--- config.mk ---
export PLATFORM = sky130hd
export DESIGN_NAME = ob_pixel_unpack_flat
export DESIGN_NICKNAME = d
export VERILOG_FILES = /design/src/rtl/ob_pixel_unpack_if.sv /design/src/rtl/ob_pixel_unpack.sv /design/src/flat_wrapper.sv
export SDC_FILE = /design/constraint.sdc
export NUM_CORES = 1
export LEC_CHECK = 0
export ABC_AREA = 1
export CAP_MARGIN = 10
export CORE_UTILIZATION = 30
export CTS_BUF_LIST = sky130_fd_sc_hd__clkbuf_8
export DETAILED_ROUTE_END_ITERATION = 7
export HOLD_SLACK_MARGIN = 0.06
export SYNTH_ARGS = -nofsm -noshare
export SYNTH_HDL_FRONTEND = slang
export SYNTH_SLANG_ARGS = --single-unit
--- constraint.sdc ---
create_clock -name clk -period 4.5 [get_ports clk]
set_clock_uncertainty 0.15 [all_clocks]
set_input_delay 0.675 -clock clk [delete_from_list [all_inputs] [get_ports clk]]
set_output_delay 0.675 -clock clk [all_outputs]
set_load 0.01 [all_outputs]
--- src/rtl/ob_pixel_unpack_if.sv ---
// ----------------------------------------------------------------------------
// ob_pixel_unpack_if
//   Phrase channel from the object processor's bitmap latch to the pixel
//   unpacker. A phrase transfers on a clock where ph_valid && ph_ready.
//
//   ph_data   64  bitmap phrase, pixel 0 in the MSBs
//   ph_valid   1  phrase valid (producer)
//   ph_ready   1  phrase accepted (consumer)
//
//   master : producer side (object processor / testbench)
//   slave  : consumer side (ob_pixel_unpack)
// ----------------------------------------------------------------------------
interface ob_pixel_unpack_if;
  logic [63:0] ph_data;
  logic        ph_valid;
  logic        ph_ready;

  modport master (output ph_data, output ph_valid, input ph_ready);
  modport slave  (input ph_data, input ph_valid, output ph_ready);
endinterface

--- src/rtl/ob_pixel_unpack.sv ---
// ----------------------------------------------------------------------------
// ob_pixel_unpack
//   Splits 64-bit bitmap phrases into pixels (MSB first, one per clock) and
//   issues line-buffer writes, stepping X up (or down when reflected).
//   Pulses done after dwidth phrases have been unpacked.
//
// Ports
//   clk, resetl              clock, asynchronous active-low reset
//   obj_start                latch object fields (IDLE only)
//   mode                     one-hot {24,16,8,4,2,1} bpp; anything else = 16 bpp
//   index[7:1]               palette base for 1/2/4 bpp
//   reflected, transen       X decrements / zero pixels not written
//   x_start, dwidth          first X position, phrases in this object line
//   ph                       phrase channel (slave modport)
//   abort                    line end: flush and return to IDLE
//   lb_we/lb_addr/lb_data    registered line-buffer write
//   lb_clut                  lb_data is a CLUT index
//   busy, done               state != IDLE, 1-clk end-of-object pulse
//
// 24 bpp pixels occupy 32-bit slots; the whole slot is passed on lb_data.
// ----------------------------------------------------------------------------
module ob_pixel_unpack #(
  parameter int LB_WIDTH = 720,
  parameter int XW       = 11
) (
  input  logic             clk,
  input  logic             resetl,
  input  logic             obj_start,
  input  logic [5:0]       mode,
  input  logic [7:1]       index,
  input  logic             reflected,
  input  logic             transen,
  input  logic [XW-1:0]    x_start,
  input  logic [9:0]       dwidth,
  ob_pixel_unpack_if.slave ph,
  input  logic             abort,
  output logic             lb_we,
  output logic [XW-1:0]    lb_addr,
  output logic [31:0]      lb_data,
  output logic             lb_clut,
  output logic             busy,
  output logic             done
);

  typedef enum logic [1:0] {
    ST_IDLE = 2'd0,
    ST_RUN  = 2'd1,
    ST_DONE = 2'd2
  } state_e;

  localparam logic [XW-1:0] LB_LIMIT = XW'(LB_WIDTH);
  localparam logic [XW-1:0] X_ONE    = XW'(1);

  state_e        state_q, state_d;

  // Latched object fields; lg_q is log2 of the pixel slot width
  logic [2:0]    lg_q;
  logic [7:1]    index_q;
  logic          refl_q;
  logic          transen_q;
  logic [XW-1:0] x_q;
  logic [9:0]    phr_left_q;
  logic [5:0]    pix_idx_q;

  // Two-entry phrase FIFO
  logic [63:0]   fifo_q [2];
  logic          wr_ptr_q;
  logic          rd_ptr_q;
  logic [1:0]    cnt_q;

  // Registered pixel outputs
  logic          lb_we_q,   lb_we_d;
  logic [XW-1:0] lb_addr_q, lb_addr_d;
  logic [31:0]   lb_data_q, lb_data_d;
  logic          lb_clut_q, lb_clut_d;
  logic          done_q,    done_d;

  logic          busy_s, fifo_full_s, fifo_empty_s;
  logic          push_s, pop_s, flush_s, emit_s, start_s, last_pix_s;
  logic [2:0]    lg_in_s;
  logic [63:0]   head_s;
  logic [6:0]    slot_end_s, shift_s;
  logic [31:0]   mask_s, pix_raw_s, pix_val_s;
  logic          in_range_s, transparent_s;

  assign busy_s       = (state_q != ST_IDLE);
  assign fifo_full_s  = (cnt_q == 2'd2);
  assign fifo_empty_s = (cnt_q == 2'd0);
  assign ph.ph_ready  = busy_s && !fifo_full_s;
  assign push_s       = ph.ph_valid && ph.ph_ready;
  assign start_s      = (state_q == ST_IDLE) && obj_start && !abort;
  assign emit_s       = (state_q == ST_RUN) && !fifo_empty_s && !abort;
  assign last_pix_s   = (pix_idx_q == (6'd63 >> lg_q));
  assign pop_s        = emit_s && last_pix_s;
  // Leaving DONE empties the FIFO so phrases taken past dwidth never leak into the next object
  assign flush_s      = abort || (state_q == ST_DONE);

  assign head_s        = fifo_q[rd_ptr_q];
  // Pixel k occupies bits [64-w*k-1 : 64-w*(k+1)]
  assign slot_end_s    = ({1'b0, pix_idx_q} + 7'd1) << lg_q;
  assign shift_s       = 7'd64 - slot_end_s;
  assign pix_raw_s     = 32'(head_s >> shift_s) & mask_s;
  assign in_range_s    = (x_q < LB_LIMIT);
  assign transparent_s = transen_q && (pix_raw_s == 32'd0);

  assign lb_we   = lb_we_q;
  assign lb_addr = lb_addr_q;
  assign lb_data = lb_data_q;
  assign lb_clut = lb_clut_q;
  assign busy    = busy_s;
  assign done    = done_q;

  // Mode decode: exactly one bit set selects the depth, otherwise 16 bpp
  always_comb begin
    lg_in_s = 3'd4;
    case (mode)
      6'b000001: lg_in_s = 3'd0;
      6'b000010: lg_in_s = 3'd1;
      6'b000100: lg_in_s = 3'd2;
      6'b001000: lg_in_s = 3'd3;
      6'b010000: lg_in_s = 3'd4;
      6'b100000: lg_in_s = 3'd5;
      default:   lg_in_s = 3'd4;
    endcase
  end

  // Pixel mask and CLUT index / direct colour formation
  always_comb begin
    mask_s    = 32'hFFFF_FFFF;
    pix_val_s = 32'd0;
    case (lg_q)
      3'd0:    mask_s = 32'h0000_0001;
      3'd1:    mask_s = 32'h0000_0003;
      3'd2:    mask_s = 32'h0000_000F;
      3'd3:    mask_s = 32'h0000_00FF;
      3'd4:    mask_s = 32'h0000_FFFF;
      default: mask_s = 32'hFFFF_FFFF;
    endcase
    case (lg_q)
      3'd0:    pix_val_s = {24'd0, index_q[7:1], pix_raw_s[0]};
      3'd1:    pix_val_s = {24'd0, index_q[7:2], pix_raw_s[1:0]};
      3'd2:    pix_val_s = {24'd0, index_q[7:4], pix_raw_s[3:0]};
      3'd3:    pix_val_s = {24'd0, pix_raw_s[7:0]};
      default: pix_val_s = pix_raw_s;
    endcase
  end

  // FSM state register
  always_ff @(posedge clk or negedge resetl) begin
    if (!resetl) begin
      state_q <= ST_IDLE;
    end else begin
      state_q <= state_d;
    end
  end

  // FSM next-state logic; abort overrides everything
  always_comb begin
    state_d = state_q;
    if (abort) begin
      state_d = ST_IDLE;
    end else begin
      case (state_q)
        ST_IDLE: begin
          if (obj_start) begin
            state_d = (dwidth == 10'd0) ? ST_DONE : ST_RUN;
          end else begin
            state_d = ST_IDLE;
          end
        end
        ST_RUN: begin
          if (pop_s && (phr_left_q == 10'd1)) begin
            state_d = ST_DONE;
          end else begin
            state_d = ST_RUN;
          end
        end
        ST_DONE: state_d = ST_IDLE;
        default: state_d = ST_IDLE;
      endcase
    end
  end

  // FSM output logic: next values of the registered write port and done
  always_comb begin
    lb_we_d   = 1'b0;
    lb_addr_d = lb_addr_q;
    lb_data_d = lb_data_q;
    lb_clut_d = lb_clut_q;
    done_d    = (state_q == ST_DONE) && !abort;
    if (emit_s) begin
      lb_we_d   = in_range_s && !transparent_s;
      lb_addr_d = x_q;
      lb_data_d = pix_val_s;
      lb_clut_d = (lg_q <= 3'd3);
    end else begin
      lb_we_d   = 1'b0;
    end
  end

  // Output registers
  always_ff @(posedge clk or negedge resetl) begin
    if (!resetl) begin
      lb_we_q   <= 1'b0;
      lb_addr_q <= '0;
      lb_data_q <= 32'd0;
      lb_clut_q <= 1'b0;
      done_q    <= 1'b0;
    end else begin
      lb_we_q   <= lb_we_d;
      lb_addr_q <= lb_addr_d;
      lb_data_q <= lb_data_d;
      lb_clut_q <= lb_clut_d;
      done_q    <= done_d;
    end
  end

  // Object fields, X position and per-phrase pixel counter
  always_ff @(posedge clk or negedge resetl) begin
    if (!resetl) begin
      lg_q       <= 3'd0;
      index_q    <= 7'd0;
      refl_q     <= 1'b0;
      transen_q  <= 1'b0;
      x_q        <= '0;
      phr_left_q <= 10'd0;
      pix_idx_q  <= 6'd0;
    end else if (start_s) begin
      lg_q       <= lg_in_s;
      index_q    <= index;
      refl_q     <= reflected;
      transen_q  <= transen;
      x_q        <= x_start;
      phr_left_q <= dwidth;
      pix_idx_q  <= 6'd0;
    end else if (emit_s) begin
      // X steps even for suppressed pixels; wraps modulo 2^XW
      x_q       <= refl_q ? (x_q - X_ONE) : (x_q + X_ONE);
      pix_idx_q <= last_pix_s ? 6'd0 : (pix_idx_q + 6'd1);
      if (last_pix_s) begin
        phr_left_q <= phr_left_q - 10'd1;
      end
    end
  end

  // Phrase FIFO storage and pointers
  always_ff @(posedge clk or negedge resetl) begin
    if (!resetl) begin
      fifo_q[0] <= 64'd0;
      fifo_q[1] <= 64'd0;
      wr_ptr_q  <= 1'b0;
      rd_ptr_q  <= 1'b0;
      cnt_q     <= 2'd0;
    end else if (flush_s) begin
      wr_ptr_q  <= 1'b0;
      rd_ptr_q  <= 1'b0;
      cnt_q     <= 2'd0;
    end else begin
      if (push_s) begin
        fifo_q[wr_ptr_q] <= ph.ph_data;
        wr_ptr_q         <= ~wr_ptr_q;
      end
      if (pop_s) begin
        rd_ptr_q <= ~rd_ptr_q;
      end
      case ({push_s, pop_s})
        2'b10:   cnt_q <= cnt_q + 2'd1;
        2'b01:   cnt_q <= cnt_q - 2'd1;
        default: cnt_q <= cnt_q;
      endcase
    end
  end

endmodule
--- src/flat_wrapper.sv ---
// flat-port wrapper written by rule: the top's interface ports become plain ports
module ob_pixel_unpack_flat 
#(
  parameter int LB_WIDTH = 720,
  parameter int XW       = 11
)
  (clk, resetl, obj_start, mode, index, reflected, transen, x_start, dwidth, abort, lb_we, lb_addr, lb_data, lb_clut, busy, done, ph_ph_data, ph_ph_valid, ph_ph_ready);
  ob_pixel_unpack_if ph_i ();
  input  logic clk;
  input  logic resetl;
  input  logic obj_start;
  input  logic [5:0] mode;
  input  logic [7:1] index;
  input  logic reflected;
  input  logic transen;
  input  logic [XW-1:0] x_start;
  input  logic [9:0] dwidth;
  input  logic abort;
  output logic lb_we;
  output logic [XW-1:0] lb_addr;
  output logic [31:0] lb_data;
  output logic lb_clut;
  output logic busy;
  output logic done;
  input wire logic [$bits(ph_i.ph_data)-1:0] ph_ph_data;
  input wire logic [$bits(ph_i.ph_valid)-1:0] ph_ph_valid;
  output wire logic [$bits(ph_i.ph_ready)-1:0] ph_ph_ready;
  assign ph_i.ph_data = ph_ph_data;
  assign ph_i.ph_valid = ph_ph_valid;
  assign ph_ph_ready = ph_i.ph_ready;
  ob_pixel_unpack #(.LB_WIDTH(LB_WIDTH), .XW(XW)) u_core (.clk(clk), .resetl(resetl), .obj_start(obj_start), .mode(mode), .index(index), .reflected(reflected), .transen(transen), .x_start(x_start), .dwidth(dwidth), .ph(ph_i), .abort(abort), .lb_we(lb_we), .lb_addr(lb_addr), .lb_data(lb_data), .lb_clut(lb_clut), .busy(busy), .done(done));
endmodule
==> results.ini, run 1 <==
[power_and_ir_drop]
cellPowerDensity_nw_per_um2=551
power.static_leakage_nw=9.12
peakVddDrop_mv=0.213

[routing]
wirelength_mm=50.3
avgRoutedWirePerCell_um=16.2
vias=15377
remaining_drc_errors=0
first_iter_violations=1284
viasPerCell=4.95
dr.pass1.iters=6
ant_nets=0

[synth]
postSynthCellCount=2319
ys_ff_latch=219
yosys_warnings=0
synthesis.nets=2440
synth_seq_area_share_pct=37.2
synthesis.area_um2=14700
synth_cell_type_count=47
syn_area_per_cell_um2=6.36

[setup_path]
slowest_stage=dfrtp_1
critical_path.cell_chain=ha_1, nand2_1, o21ai_1, nand2_1, ha_1, nand2_4, nor2_2, nand2_1, nand2_2, buf_4, nand3_1, nand3_1, nand3_1, a21oi_1, o21ai_0, nand2_1
critPathLaunchType=flop
cp.arrival_ps=4430
cp_common_cell=nand2_1
cp_num_buf_inv=1
required_ps=4870
path_max_fanout=29
worst_path_largest_cell_delay_ps=510
rrSetupSlack_ps=440
cp_top_family=simple AND/OR/NAND/NOR gates
crit_type=flop to flop
end_kind=flop

[global_route]
grt_remaining_overflow=0
grt_first_pass_wirelength_mm=80.7
grt_pass1_vias=14672
grt_max_degree=121
antenna_found_initial=0
track_usage_pct=20.3

[clocking]
clockRootBuffer=clkbuf_8
htreeDepth=2
clkTransAtPathRegs_ps=60
cts_made_buffers=43
cts_tree=yes
cts.path.max_buffers=3
clkSinkCount=219
clock_latency_ps=600

[timing]
setup_viol=0
rsz0062_at_grt=no
relSlewSlack_pct=43.5
tightest_slew_ps=847
min_period_over_period_pct=90.1
fin_setup_tns_ps=0
drv_slew=0
period_needed_ps=4060
fmax_mhz=247
finalHoldViolations=0

[floorplanning]
die-area_um2=50000
num_io_pins=153
die_x_um=224
rows=80
start_util_pct=30.6
die_y_um=224
core_um2=48100

[placement]
gp_congestion=0.991
place_inst=3031
port_buffers=152
dp_hpwl_mm=36.7

[cells_and_area]
seqCellArea_um2=5480
multi_input_area_um2=7910
drive_gt1_share_pct=5.63
layout.cells.non_filler=3108
layout.nets=2542
areaGrowthSynthToFinish_pct=20.5
layout_common_cells=nand2_1 (1006), nand3_1 (298), o21ai_0 (244)
num_antenna_cells=0
num-fill-cells=5207
layout_commonest_cell=nand2_1

[flow_run]
drv.max_cap_violation_count=0

[hold_path]
hold_class=flop to flop

[run_status]
run_status=finished clean

final timing paths:
kind	start	end	cells after the start
max in group asynchronous	resetl	u_core.fifo_q[62]$_DFFE_PN0P_	3
worst max-delay path	u_core.pix_idx_q[0]$_DFFE_PN0P_	u_core.lb_data[4]$_DFFE_PN0P_	16
min in group asynchronous	resetl	u_core.lb_data[12]$_DFFE_PN0P_	2
worst max register to register	u_core.pix_idx_q[0]$_DFFE_PN0P_	u_core.lb_data[4]$_DFFE_PN0P_	16
worst min-delay path	u_core.index_q[5]$_DFFE_PN0P_	u_core.index_q[5]$_DFFE_PN0P_	2
worst min register to register	u_core.index_q[5]$_DFFE_PN0P_	u_core.index_q[5]$_DFFE_PN0P_	2
cells in the mapped netlist, drive strengths merged:
cell | n | share of area [%]
fa | 1 | 0.14
nor2 | 78 | 2.2
o221ai | 3 | 0.18
nor3b | 1 | 0.051
ha | 15 | 1.3
a31oi | 6 | 0.25
clkinv | 1 | 0.025
a21oi | 32 | 1.1
o311ai | 1 | 0.059
o32a | 1 | 0.068
or2 | 1 | 0.042
inv | 197 | 5.0
nor3 | 7 | 0.24
nand2 | 1014 | 26
nor4 | 5 | 0.30
a21o | 1 | 0.051
a221oi | 1 | 0.059
o211ai | 11 | 0.56
o31ai | 2 | 0.10
clkbuf | 66 | 1.7
o211a | 1 | 0.068
o21ai | 256 | 8.7
nand3 | 302 | 10
a211oi | 2 | 0.10
xor2 | 9 | 0.53
o21bai | 1 | 0.051
buf | 68 | 2.7
nand4 | 11 | 0.61
o22ai | 2 | 0.085
a41oi | 1 | 0.059
xnor2 | 3 | 0.18
dfrtp | 219 | 37
cells by family (layout without fill, tap and decap cells):
| logic type | after synthesis | after routing | synth area share (%) |
|---|---|---|---|
| buffers and inverters | 332 | 465 | 9.39 |
| flip-flops | 219 | 219 | 37.2 |
| adder cells (fa/ha/maj) | 16 | 16 | 1.41 |
| AND/OR/NAND/NOR | 1419 | 1419 | 39.8 |
| AO/OA/AOI/OAI | 321 | 321 | 11.5 |
| XOR/XNOR | 12 | 12 | 0.713 |
tightest hold or removal path, cell delays in order (launching register included):
cell and delay, ps:
dfrtp_1 340, nand2_1 50, nand2_1 50
final cells by class:
type	instances	share of cell area, %
timing repair buffer	191	10.7
clock inverter	22	0.873
inverter	198	4.18
multi-input combinational	1768	44.5
sequential	219	30.9
clock buffer	54	4.18
tap	656	4.62
per-stage QoR:
stage                     setup WS [ps]  util [%]  area (um^2)  hold WS, ps  power, mW
after floorplan                    1120         -        14700          229       5.93
after global placement              572      35.0        16900          302       7.64
after detailed placement            502      35.0        16900          308       7.65
after CTS                           466      36.9        17800          323       9.81
after global routing                104      36.9        17800          341       10.6
final                               444      36.9        17800          321       9.79
metal layers:
layer | vias up | GRT usage (%) | wire [um]
li1 | 7645 | - | -
met1 | 7122 | 29.3 | 24400
met2 | 538 | 30.1 | 21400
met3 | 72 | 3.97 | 3270
met4 | 0 | 6.43 | 1250
met5 | - | 0 | 0
power breakdown:
| group | switching (mW) | total [mW] | internal [mW] |
|---|---|---|---|
| combinational | 3.32 | 4.99 | 1.67 |
| sequential | 0.271 | 2.69 | 2.42 |
| clock | 0.910 | 2.11 | 1.20 |
flip-flops by register name, indices dropped and copies added, names as in the netlist:
name / cells
u_core.lb_clut: 1
u_core.lb_addr: 11
u_core.cnt_q: 2
u_core.lb_data: 32
u_core.lb_we: 1
u_core.transen_q: 1
u_core.x_q: 11
u_core.done: 1
u_core.phr_left_q: 10
u_core.refl_q: 1
u_core.state_q: 2
u_core.index_q: 7
u_core.fifo_q: 128
u_core.rd_ptr_q: 1
u_core.wr_ptr_q: 1
u_core.lg_q: 3
u_core.pix_idx_q: 6
what timing repair did:
| action | CTS | global route |
|---|---|---|
| hold endpoints to repair | 68 | 0 |
| hold buffers | 1 | 0 |
| gates resized for setup | 0 | 0 |
| buffers inserted | 0 | 0 |
Note: power is estimated with default switching activity, not from simulation.
==> inputs of run 2 (changes only) <==
- DONT_BUFFER_PORTS: default -> 1
- SLEW_MARGIN: default -> 15
==> results.ini, run 2 (synthesis gave the netlist of run 1 again) <==
[run_status]
run_status=complete, but fails checks
violations=negative hold slack

[setup_path]
crit_type=flop to flop
worstRegToRegCells=19
slowest_stage=dfrtp_1
reg2reg_from=u_core.pix_idx_q[0]$_DFFE_PN0P_
worst_path_largest_cell_delay_ps=500
path_max_fanout=23
critPathLaunchType=flop
cp.arrival_ps=4310
required_ps=4810
end_kind=flop
cp-startpoint=u_core.pix_idx_q[0]$_DFFE_PN0P_
critical_path.cell_chain=ha_1, nand2_1, o21ai_1, nand2_1, ha_1, nand4_4, nand2_2, buf_4, nand2_1, nand2_1, nand2_1, nand3_1, nand3_1, nand3_1, nand2_1, nor2_1, nand3_1, nor2_1, a21oi_1
cp_common_cell=nand2_1

[cells_and_area]
layout_commonest_cell=nand2_1
top_register=u_core.fifo_q
drive_gt1_share_pct=5.21
num_antenna_cells=0
num-fill-cells=5297
design_area_um2=16400
layout.nets=2413
layout_common_cells=nand2_1 (1006), nand3_1 (298), o21ai_0 (244)
largest_reg_flops=128
areaGrowthSynthToFinish_pct=11.6
layout.cells.non_filler=2977

[timing]
setup_viol=0
relSlewSlack_pct=41.7
rsz0062_at_grt=no
finalHoldViolations=219
period_needed_ps=4000
min_period_over_period_pct=88.8
fin_setup_tns_ps=0
drv_slew=0
tightest_slew_ps=875
hold_slack_ps=-370
fmax_mhz=250

[routing]
wirelength_mm=48.1
viasPerCell=4.98
ant_nets=0
dr.pass1.iters=5
vias=14827
remaining_drc_errors=0
avgRoutedWirePerCell_um=16.1
first_iter_violations=1457

[global_route]
grt_max_degree=220
track_usage_pct=19.1
grt_pass1_vias=13746
grt_first_pass_wirelength_mm=76.0
grt_remaining_overflow=0
antenna_found_initial=0

[clocking]
clkSinkCount=219
cts_tree=yes
cts_hold_buffers=37
clkTransAtPathRegs_ps=60
clock_latency_ps=620
clockRootBuffer=clkbuf_8
cts.repair.resized=0
cts.path.max_buffers=3
htreeDepth=2
cts_made_buffers=42

[placement]
dp_hpwl_mm=34.7
port_buffers=0
place_inst=2867
gp_congestion=0.939
placed_area_um2=15200

[floorplanning]
die_y_um=224
core_um2=48100
die-area_um2=50000
die_x_um=224
num_io_pins=153
start_util_pct=30.6
rows=80

[power_and_ir_drop]
peakVddDrop_mv=0.272
power.static_leakage_nw=8.58
cellPowerDensity_nw_per_um2=563

[hold_path]
hold_class=input port to async pin

[flow_run]
drv.max_cap_violation_count=0

## run 2: cell count changes in the layout (fill, tap and decap cells not counted), moves of 2 or more
cell	delta
buf_4	-12
clkbuf_8	-9
clkdlybuf4s50_1	-151
clkinvlp_4	+2
dlygate4sd3_1	+36
inv_1	+2
## run 2: metrics by stage
stage	hold slack [ps]	util, %	power, mW	setup slack (ps)
detailed placement	242	31.7	7.19	534
floorplan	229	-	5.93	1120
global placement	242	31.7	7.16	604
CTS	-430	34.2	9.27	483
global route	-419	34.2	10.0	125
finish	-370	34.2	9.25	504
## run 2: timing repair
| item | 4_1_cts | 5_1_grt |
|---|---|---|
| endpoints found under the hold margin | 266 | 219 |
| setup endpoints to repair | 0 | 0 |
| buffers inserted | 0 | 0 |
## run 2: area by class of cell
cell class	instances	area, um^2	area share (%)
clock inverter	28	218	1.32
sequential	219	5480	33.3
multi-input combinational	1768	7910	48.1
inverter	198	743	4.52
clock buffer	45	619	3.77
tap	656	821	4.99
timing repair buffer	63	653	3.97
## run 2: worst paths after layout
| check | end | slack [ps] |
|---|---|---|
| max in group asynchronous | u_core.fifo_q[38]$_DFFE_PN0P_ | 4320 |
| max | u_core.lb_we$_DFF_PN0_ | 500 |
| max reg2reg | u_core.lb_we$_DFF_PN0_ | 500 |
| min | u_core.lb_data[7]$_DFFE_PN0P_ | -370 |
| min reg2reg | u_core.index_q[3]$_DFFE_PN0P_ | 320 |
| min in group clk | u_core.fifo_q[110]$_DFFE_PN0P_ | 90 |
## run 2: metal layers
metal  vias to the layer above  global-route usage [%]  share of wire (%)
li1                       7360                       -                  -
met1                      6873                    28.3                 49
met2                       516                    27.7                 42
met3                        78                    3.84                7.2
met4                         0                    5.86                2.4
met5                         -                       0                  0
## run 2: worst max-delay path: cells and delay by family (launching register included)
family / cells / cell delay, ps
buf+inv: 1 / 270
fa+ha+maj: 2 / 700
simple gates: 14 / 2050
flops: 1 / 500
compound gates: 2 / 170
## run 2: report_power, final
part,switching (mW),internal [mW]
Sequential,0.363,2.42
Clock,0.889,1.10
Combinational,3.13,1.35
